--- config.mk ---
export PLATFORM = sky130hd
export DESIGN_NAME = dht_read_scheduler
export DESIGN_NICKNAME = d
export VERILOG_FILES = /design/src/rtl/dht_pkg.sv /design/src/rtl/sat_counter.sv /design/src/rtl/dht_read_scheduler.sv
export SDC_FILE = /design/constraint.sdc
export NUM_CORES = 1
export LEC_CHECK = 0
export CORE_ASPECT_RATIO = 1.2
export CORE_MARGIN = 2
export CORE_UTILIZATION = 35
export CTS_CLUSTER_DIAMETER = 150
export CTS_CLUSTER_SIZE = 10
export DETAILED_ROUTE_END_ITERATION = 10
export GPL_ROUTABILITY_DRIVEN = 0
export HOLD_SLACK_MARGIN = 0.05
export PLACE_DENSITY = 0.53
export SYNTH_ARGS = -nofsm -noshare
export SYNTH_HDL_FRONTEND = slang
export SYNTH_HIERARCHICAL = 1
export SYNTH_SLANG_ARGS = --single-unit
--- constraint.sdc ---
create_clock -name i_Clock -period 2.23 [get_ports i_Clock]
set_input_delay 0.446 -clock i_Clock [delete_from_list [all_inputs] [get_ports i_Clock]]
set_output_delay 0.446 -clock i_Clock [all_outputs]
set_load 0.02 [all_outputs]
--- src/rtl/dht_pkg.sv ---
// rtl/dht_pkg.sv - shared types and constants for the DHT11 read scheduler.
package dht_pkg;

  typedef enum logic [1:0] {
    IDLE      = 2'd0,
    START     = 2'd1,
    WAIT_DONE = 2'd2,
    RESPOND   = 2'd3
  } dhtState_t;

  // Field positions inside the 32-bit sample word
  localparam int HUM_INT_MSB = 31;
  localparam int HUM_INT_LSB = 24;
  localparam int HUM_DEC_MSB = 23;
  localparam int HUM_DEC_LSB = 16;
  localparam int TMP_INT_MSB = 15;
  localparam int TMP_INT_LSB = 8;
  localparam int TMP_DEC_MSB = 7;
  localparam int TMP_DEC_LSB = 0;

  localparam int DEFAULT_N_REQ          = 2;
  localparam int DEFAULT_MIN_GAP_CYCLES = 50_000_000;
  localparam int DEFAULT_TIMEOUT_CYCLES = 5_000_000;

endpackage

--- src/rtl/sat_counter.sv ---
// rtl/sat_counter.sv - up-counter with synchronous clear that saturates at LIMIT.
module sat_counter #(
  parameter int WIDTH       = 8,
  parameter int LIMIT       = 255,
  parameter int RESET_VALUE = 0
) (
  input  logic             i_Clock,
  input  logic             i_Reset,
  input  logic             i_Clear,
  output logic [WIDTH-1:0] o_Count
);

  always_ff @(posedge i_Clock or posedge i_Reset) begin
    if (i_Reset) begin
      o_Count <= WIDTH'(RESET_VALUE);
    end else if (i_Clear) begin
      o_Count <= '0;
    end else if (o_Count != WIDTH'(LIMIT)) begin
      o_Count <= o_Count + 1'b1;
    end
  end

endmodule

--- src/rtl/dht_read_scheduler.sv ---
// rtl/dht_read_scheduler.sv - shares one DHT11 reader among several requesters,
// enforcing the minimum read gap and serving recent requests from a cached sample.
module dht_read_scheduler
  import dht_pkg::*;
#(
  parameter int N_REQ          = DEFAULT_N_REQ,
  parameter int MIN_GAP_CYCLES = DEFAULT_MIN_GAP_CYCLES,
  parameter int TIMEOUT_CYCLES = DEFAULT_TIMEOUT_CYCLES
) (
  input  logic             i_Clock,
  input  logic             i_Reset,
  input  logic [N_REQ-1:0] i_Req,
  output logic [N_REQ-1:0] o_Grant,
  output logic [31:0]      o_Data,
  output logic             o_Error,
  output logic             o_Busy,
  output logic             o_Dht_Start,
  input  logic [31:0]      i_Dht_Data,
  input  logic             i_Dht_Done,
  input  logic             i_Dht_Error
);

  localparam int AGE_W = $clog2(MIN_GAP_CYCLES + 1);
  localparam int TMO_W = $clog2(TIMEOUT_CYCLES + 1);

  dhtState_t        state;
  logic [N_REQ-1:0] pending;
  logic [N_REQ-1:0] snapshot;
  logic [31:0]      cache;
  logic             cacheValid;
  logic [AGE_W-1:0] age;
  logic [TMO_W-1:0] tmoCount;
  logic             timeout;
  logic             readFail;
  logic             fresh;
  logic             gapExpired;
  logic             tmoClear;

  assign timeout    = (state == WAIT_DONE) && (tmoCount == TMO_W'(TIMEOUT_CYCLES - 1));
  assign readFail   = (state == WAIT_DONE) && (i_Dht_Error || timeout);
  assign fresh      = cacheValid && (age < AGE_W'(MIN_GAP_CYCLES));
  assign gapExpired = (age == AGE_W'(MIN_GAP_CYCLES));
  // Held at zero until START so the timeout spans start pulse to grant
  assign tmoClear   = (state == IDLE) || (state == RESPOND);

  assign o_Busy      = (state == START) || (state == WAIT_DONE);
  assign o_Dht_Start = (state == START);

  sat_counter #(
    .WIDTH      (AGE_W),
    .LIMIT      (MIN_GAP_CYCLES),
    .RESET_VALUE(MIN_GAP_CYCLES)
  ) ageCounter (
    .i_Clock(i_Clock),
    .i_Reset(i_Reset),
    .i_Clear(i_Dht_Done || i_Dht_Error || timeout),
    .o_Count(age)
  );

  sat_counter #(
    .WIDTH      (TMO_W),
    .LIMIT      (TIMEOUT_CYCLES),
    .RESET_VALUE(0)
  ) timeoutCounter (
    .i_Clock(i_Clock),
    .i_Reset(i_Reset),
    .i_Clear(tmoClear),
    .o_Count(tmoCount)
  );

  // New requests are OR-ed in after the clear so a same-cycle re-request survives
  always_ff @(posedge i_Clock or posedge i_Reset) begin
    if (i_Reset) begin
      pending <= '0;
    end else begin
      pending <= (pending & ~((state == RESPOND) ? snapshot : '0)) | i_Req;
    end
  end

  always_ff @(posedge i_Clock or posedge i_Reset) begin
    if (i_Reset) begin
      state      <= IDLE;
      snapshot   <= '0;
      cache      <= '0;
      cacheValid <= 1'b0;
      o_Grant    <= '0;
      o_Data     <= '0;
      o_Error    <= 1'b0;
    end else begin
      o_Grant <= '0;
      case (state)
        IDLE: begin
          if (pending != '0) begin
            if (fresh) begin
              snapshot <= pending;
              o_Grant  <= pending;
              o_Data   <= cache;
              o_Error  <= 1'b0;
              state    <= RESPOND;
            end else if (gapExpired) begin
              state <= START;
            end
          end
        end
        START: begin
          snapshot <= pending;
          state    <= WAIT_DONE;
        end
        WAIT_DONE: begin
          if (readFail) begin
            cacheValid <= 1'b0;
            o_Grant    <= snapshot;
            o_Data     <= cache;
            o_Error    <= 1'b1;
            state      <= RESPOND;
          end else if (i_Dht_Done) begin
            cache      <= i_Dht_Data;
            cacheValid <= 1'b1;
            o_Grant    <= snapshot;
            o_Data     <= i_Dht_Data;
            o_Error    <= 1'b0;
            state      <= RESPOND;
          end
        end
        RESPOND: state <= IDLE;
        default: state <= IDLE;
      endcase
    end
  end

endmodule

==> impl_metrics.yaml, run 1 <==
global_routing:
  grt_pass1_vias: 5071
  track_usage_pct: 16.2
  grt.met1_usage_pct: 20.3
  grt_max_degree: 47
  top_usage_layer: "met2"
  met2_usage_pct: 27.3
  use_met3_pct: 3.55
  grt_pass1_wl_um: 25300
  grt_remaining_overflow: 0
  antenna_found_initial: 0
routing:
  drtAntennaViolNets: 0
  wl_per_cell_um: 16.6
  post_drt_via_cell_ratio: 5.20
  drtPass1Iterations: 4
  drt_iter0_drc: 253
  wirelength_um: 15500
  drc: 0
  vias: 4848
logic_synthesis:
  ys_ff_latch: 123
  syn-num-nets: 591
  postSynthAreaPerCell_sq_um: 11.8
  synth_area_leaders: "dfrtp_1 43%, mux2_2 12%, mux2_4 7.0%, dfstp_2 4.9%, nor2_1 2.0%"
  syn_area_sq_um: 6440
  synth-main-ff-cell: "dfrtp_1"
  synth_most_common_cell: "dfrtp_1"
  synth_edf_count: 0
  yosysUniqueCellTypes: 63
  syn_inst: 545
  synth_top_family_by_area: "multiplexers"
  synth_xor_area_share_pct: 2.58
  yosys.area.top_type: "dfrtp_1"
  synth-simple-area-share_pct: 17.2
  synth-compound-area-share_pct: 7.83
  synth_fa_ha_area_share_pct: 1.55
  synth_top_area_share_pct: 43.1
  synth_common_cells: "111 x dfrtp_1, 68 x mux2_2, 34 x nor2_1"
  yosysWarnings: 6
  async_flop_share_pct: 100
  seq_area_frac_synth_pct: 48.0
  muxShareOfSynthArea_pct: 19.4
clocking:
  postCtsHoldBufs: 0
  clockRootBuffer: "clkbuf_16"
  cts_tree: "done"
  cts_buffers: 17
  clk_pin_slew_ps: 60
  cts_sinks: 123
  clock_path_buffers: 2
  clkLatencyLatePin_ps: 430
  htreeDepth: 4
critical_path:
  cp_max_fo: 32
  reg2reg_to: "o_Data[11]"
  r2r_cells: 8
  cp-end-kind: "flip-flop"
  cp-startpoint: "timeoutCounter/o_Count[21]"
  worstSetupPathType: "reg2reg"
  startpoint_type: "flip-flop"
  rrSetupSlack_ps: -110
  crit_required_ps: 2540
  r2r-start: "timeoutCounter/o_Count[21]"
  worst_ep_arrival_time_ps: 2650
die:
  coreArea_sq_um: 18100
  fp-row-count: 54
  pin_count: 75
  fp.dieH_um: 153
  initial_utilization_pct: 35.6
  design.die.area_sq_um: 19500
  die_w_um: 128
timing:
  tightest_slew_ps: 474
  rsz0062_at_grt: "true"
  max-slew-margin-rel_pct: 68.1
  drv_slew: 0
  finalSetupViolCount: 32
  min_period_ps: 2340
  fin_ws_ps: -114
  max_freq_ghz: 0.427
  hold_viol_final: 0
  finalCritPeriodShare_pct: 105
  fin_skew_ps: 20.9
status:
  status: "finished with violations"
  violations: "negative setup slack"
placement:
  detailed_place.area_sq_um: 8010
  port_buffers: 74
  place_hpwl_um: 10700
hold_path:
  hold_path.startpoint: "o_Error"
  hp-class: "reg2reg"
  min_to: "o_Error"
  min_path_cells: 1
finish:
  area_delta_synth_final_pct: 37.0
  stdcell_area_sq_um: 8820
  antenna_cells: 0
  layout.nets: 742
  drive_gt1_share_pct: 36.5
  post-route-util_pct: 48.7
run:
  max_cap_viol_count: 0
power:
  peakVddDrop_uv: 498
  p_per_area_nw_per_um2: 583
  p_total_mw: 5.14
  power_leakage_nw: 4.03
## how the worst max path moves through the flow
stage                  to  cells past startpoint
6_report       o_Data[11]                      8
5_1_grt        o_Data[11]                      8
4_1_cts        o_Data[11]                      8
3_5_place_dp   o_Data[11]                      8
3_3_place_gp   o_Data[26]                      8
2_1_floorplan   o_Data[0]                      8
## kinds of logic after synthesis
logic type	after synthesis
adders and majority gates	8
DFF	123
buffers and inverters	43
and+or+nand+nor	179
AOI/OAI and AO/OA	72
muxes	101
xor gates and xnor gates	19
## flip-flops by register name (all words and copies together) (netlist names), 2 cells and up
signal                  flops
ageCounter/o_Count         26
cache                      32
o_Data                     32
o_Grant                     2
pending                     2
snapshot                    2
state                       2
timeoutCounter/o_Count     23
## what timing repair did
item                       4_1_cts  5_1_grt
pin swaps                        0        1
setup endpoints to repair       90       74
gates resized for setup         10       36
gates cloned                     0        2
setup buffers                    0        0
## through the flow
stage                     hold slack [ps]  cells  setup TNS, ps  setup WS, ps
after floorplan                       448    545              0          44.2
after global placement                468    899          -8930          -198
after detailed placement              481    899         -13400          -277
after CTS                             495    931          -3820          -141
after global routing                  514    933          -6890          -202
final                                 503    933          -2850          -114
## cell usage in the layout (no fill, tap or decap), types with 4 or more instances in the layout
master / n
dfrtp_1: 111
clkinvlp_4: 4
clkbuf_16: 19
or4_1: 8
dfstp_2: 12
nor2b_1: 7
nand3_1: 16
buf_12: 7
nand4_1: 16
a31o_2: 4
xnor2_1: 11
clkdlybuf4s50_1: 72
or2_2: 4
mux2_4: 60
nor3_1: 10
ha_1: 7
nor2_1: 34
or3_1: 5
xor2_1: 8
nand2_1: 21
a21oi_1: 24
nor4b_1: 6
nor4_1: 8
buf_4: 69
mux2_2: 41
inv_1: 21
and4_1: 4
o21ai_0: 11
o31ai_1: 8
## cell type report
cell class	instances	area (sq um)
clock buffer	20	447
clock inverter	12	140
fill	1626	9280
sequential	123	3090
inverter	22	86.3
tap	224	280
multi-input combinational	379	3320
timing repair buffer	153	1460
## layer usage
layer | wire, um | share of wire, % | up-vias
met5 | 0 | 0 | -
met4 | 237 | 1.5 | 0
met3 | 480 | 3.1 | 18
met2 | 7740 | 50 | 90
met1 | 7030 | 45 | 2421
li1 | - | - | 2319
## power by group
part	leakage [nW]	switching, mW	internal [mW]
Combinational	2.09	0.0852	0.0832
Clock	0.278	1.05	1.69
Sequential	1.66	0.00151	2.24
Total	4.03	1.14	4.00
## worst max-delay path, stage by stage (launching register included)
cell      delay, ps
dfrtp_1         370
nor4bb_1        350
buf_4           170
nand4_1         130
buf_4           180
o21ai_4         140
buf_12          230
mux2_2          370
mux2_4          270
Power figures use the tool's default switching activity.
==> run 2, diff against run 1 <==
CTS_CLUSTER_SIZE = 16   (was 10)
==> results of run 2 <==
Same layout as run 1: the final DEF is identical, and so are final timing and power.
==> run 3, diff against run 2 <==
PLACE_DENSITY = default   (was 0.53)
SLEW_MARGIN = 20   (was default)
==> run 3 against run 2 <==
  * The run still ends with negative setup slack left
  * Critical endpoint is now cache[19]
  * Hold slack lost 2.3 ps
  * Sequential power is essentially flat
  * Setup slack gained 98 ps
  * Critical path depth is the same
  * Sequential share of layout area shrank 0.91 points
  * Via count grew 1.3%
  * Register-to-register slack gained 98 ps
  * Final cell count grew 0.11%
  * Clock skew shrank 13 ps
  * Flip-flop and latch count is the same
==> impl_metrics.yaml, run 3 (synthesis results as in run 1) <==
status:
  status: "finished with violations"
  violations: "negative setup slack"
clocking:
  cts_sinks: 123
  clkLatencyLatePin_ps: 410
  clockRootBuffer: "clkbuf_16"
  cts_tree: "done"
  postCtsHoldBufs: 0
  cts_buffers: 17
  htreeDepth: 4
  clock_path_buffers: 2
  clk_pin_slew_ps: 60
critical_path:
  startpoint_type: "flip-flop"
  crit_required_ps: 2520
  cp_max_fo: 6
  worstSetupPathType: "reg2reg"
  worst_ep_arrival_time_ps: 2540
  cp-end-kind: "flip-flop"
die:
  design.die.area_sq_um: 19500
  initial_utilization_pct: 35.6
  pin_count: 75
  coreArea_sq_um: 18100
  die_w_um: 128
  fp.dieH_um: 153
  fp-row-count: 54
timing:
  finalCritPeriodShare_pct: 101
  max-slew-margin-rel_pct: 71.0
  hold_viol_final: 0
  max_freq_ghz: 0.445
  fin_ws_ps: -15.9
  rsz0062_at_grt: "true"
  finalSetupViolCount: 19
  drv_slew: 0
  min_period_ps: 2250
  fin_skew_ps: 8.30
  tightest_slew_ps: 432
routing:
  vias: 4909
  highest_layer: "met4"
  drc: 0
  wl_met2_um: 8210
  wirelength_um: 15900
  drtPass1Iterations: 4
  drt_iter0_drc: 255
  wl_per_cell_um: 17.1
  wl_met1_um: 6910
  post_drt_via_cell_ratio: 5.26
  wl_met3_um: 584
  drtAntennaViolNets: 0
global_routing:
  grt_remaining_overflow: 0
  grt_pass1_wl_um: 25400
  grt_pass1_vias: 5177
  track_usage_pct: 16.1
  antenna_found_initial: 0
  grt_max_degree: 38
finish:
  n_fill_cell: 1544
  regArea_sq_um: 3090
  drive_gt1_share_pct: 37.0
  final_cell_mix: "111 x dfrtp_1, 86 x mux2_4, 72 x clkdlybuf4s50_1, 63 x buf_4, 34 x nor2_1"
  final_cells: 934
  area_delta_synth_final_pct: 40.7
  layout.nets: 743
  reg_top3: "cache (32), o_Data (32), ageCounter/o_Count (26)"
  final_common_cell: "dfrtp_1"
  post-route-util_pct: 50.0
  multi_input_area_sq_um: 3420
  antenna_cells: 0
power:
  power_leakage_nw: 4.20
  peakVddDrop_uv: 587
  p_per_area_nw_per_um2: 598
run:
  max_cap_viol_count: 0
hold_path:
  hp-class: "in2async"
placement:
  place_hpwl_um: 10600
  dp_cells: 894
  post-place-ws_ps: -73.4
  port_buffers: 74
## run 3: worst max-delay path, cell delays in order, from the launching register on
cell      delay [ps]
dfrtp_1          380
nor4bb_2         290
buf_4            160
nand4_1          190
o21ai_4          220
buf_6            140
or2_4            240
buf_6            170
mux2_2           330
## run 3: final cells by class
type	count	area share, %
clock buffers	18	4.74
clock inverters	14	2.42
well taps	224	3.09
inverters	22	0.953
multi-input cells	379	37.8
flip-flops and latches	123	34.1
repair buffers	154	16.9
## run 3: power breakdown
part / leakage [nW] / total, mW / switching (mW) / internal [mW]
Sequential: 1.66 / 2.24 / 0.00178 / 2.24
Clock: 0.310 / 3.01 / 1.03 / 1.99
Combinational: 2.22 / 0.170 / 0.0861 / 0.0839
## run 3: metal layers
metal | vias to the layer above | track usage, %
li1 | 2327 | -
met4 | 0 | 5.91
met5 | - | 0
met3 | 18 | 3.37
met2 | 118 | 28.0
met1 | 2446 | 19.5
## run 3: through the flow
stage                     hold WS, ps  power, mW  instance area, sq um  TNS, ps
after global routing              519       5.61                  9060    -7160
after CTS                         493       5.48                  8710     -908
after global placement            469       2.44                  7960     -666
final                             501       5.42                  9060     -101
after floorplan                   448       2.33                  6450        0
after detailed placement          480       2.44                  7960    -1450
## run 3: what timing repair did
item / CTS / global route
endpoints found under the hold margin: 0 / 0
gates cloned: 1 / 4
endpoints found under the setup margin: 35 / 80
resized for setup: 16 / 74
buffers inserted: 3 / 2
pin swaps: 3 / 4
## run 3: worst paths after layout
kind	from	to	slack, ps	cells past startpoint
worst max register to register	timeoutCounter/o_Count[20]	cache[19]	-20	8
worst max-delay path	timeoutCounter/o_Count[20]	cache[19]	-20	8
max in group asynchronous	i_Reset	o_Data[21]	1240	3
min in group i_Clock	cacheValid	cacheValid	500	2
worst min register to register	cacheValid	cacheValid	500	2
worst min-delay path	i_Reset	pending[1]	500	2
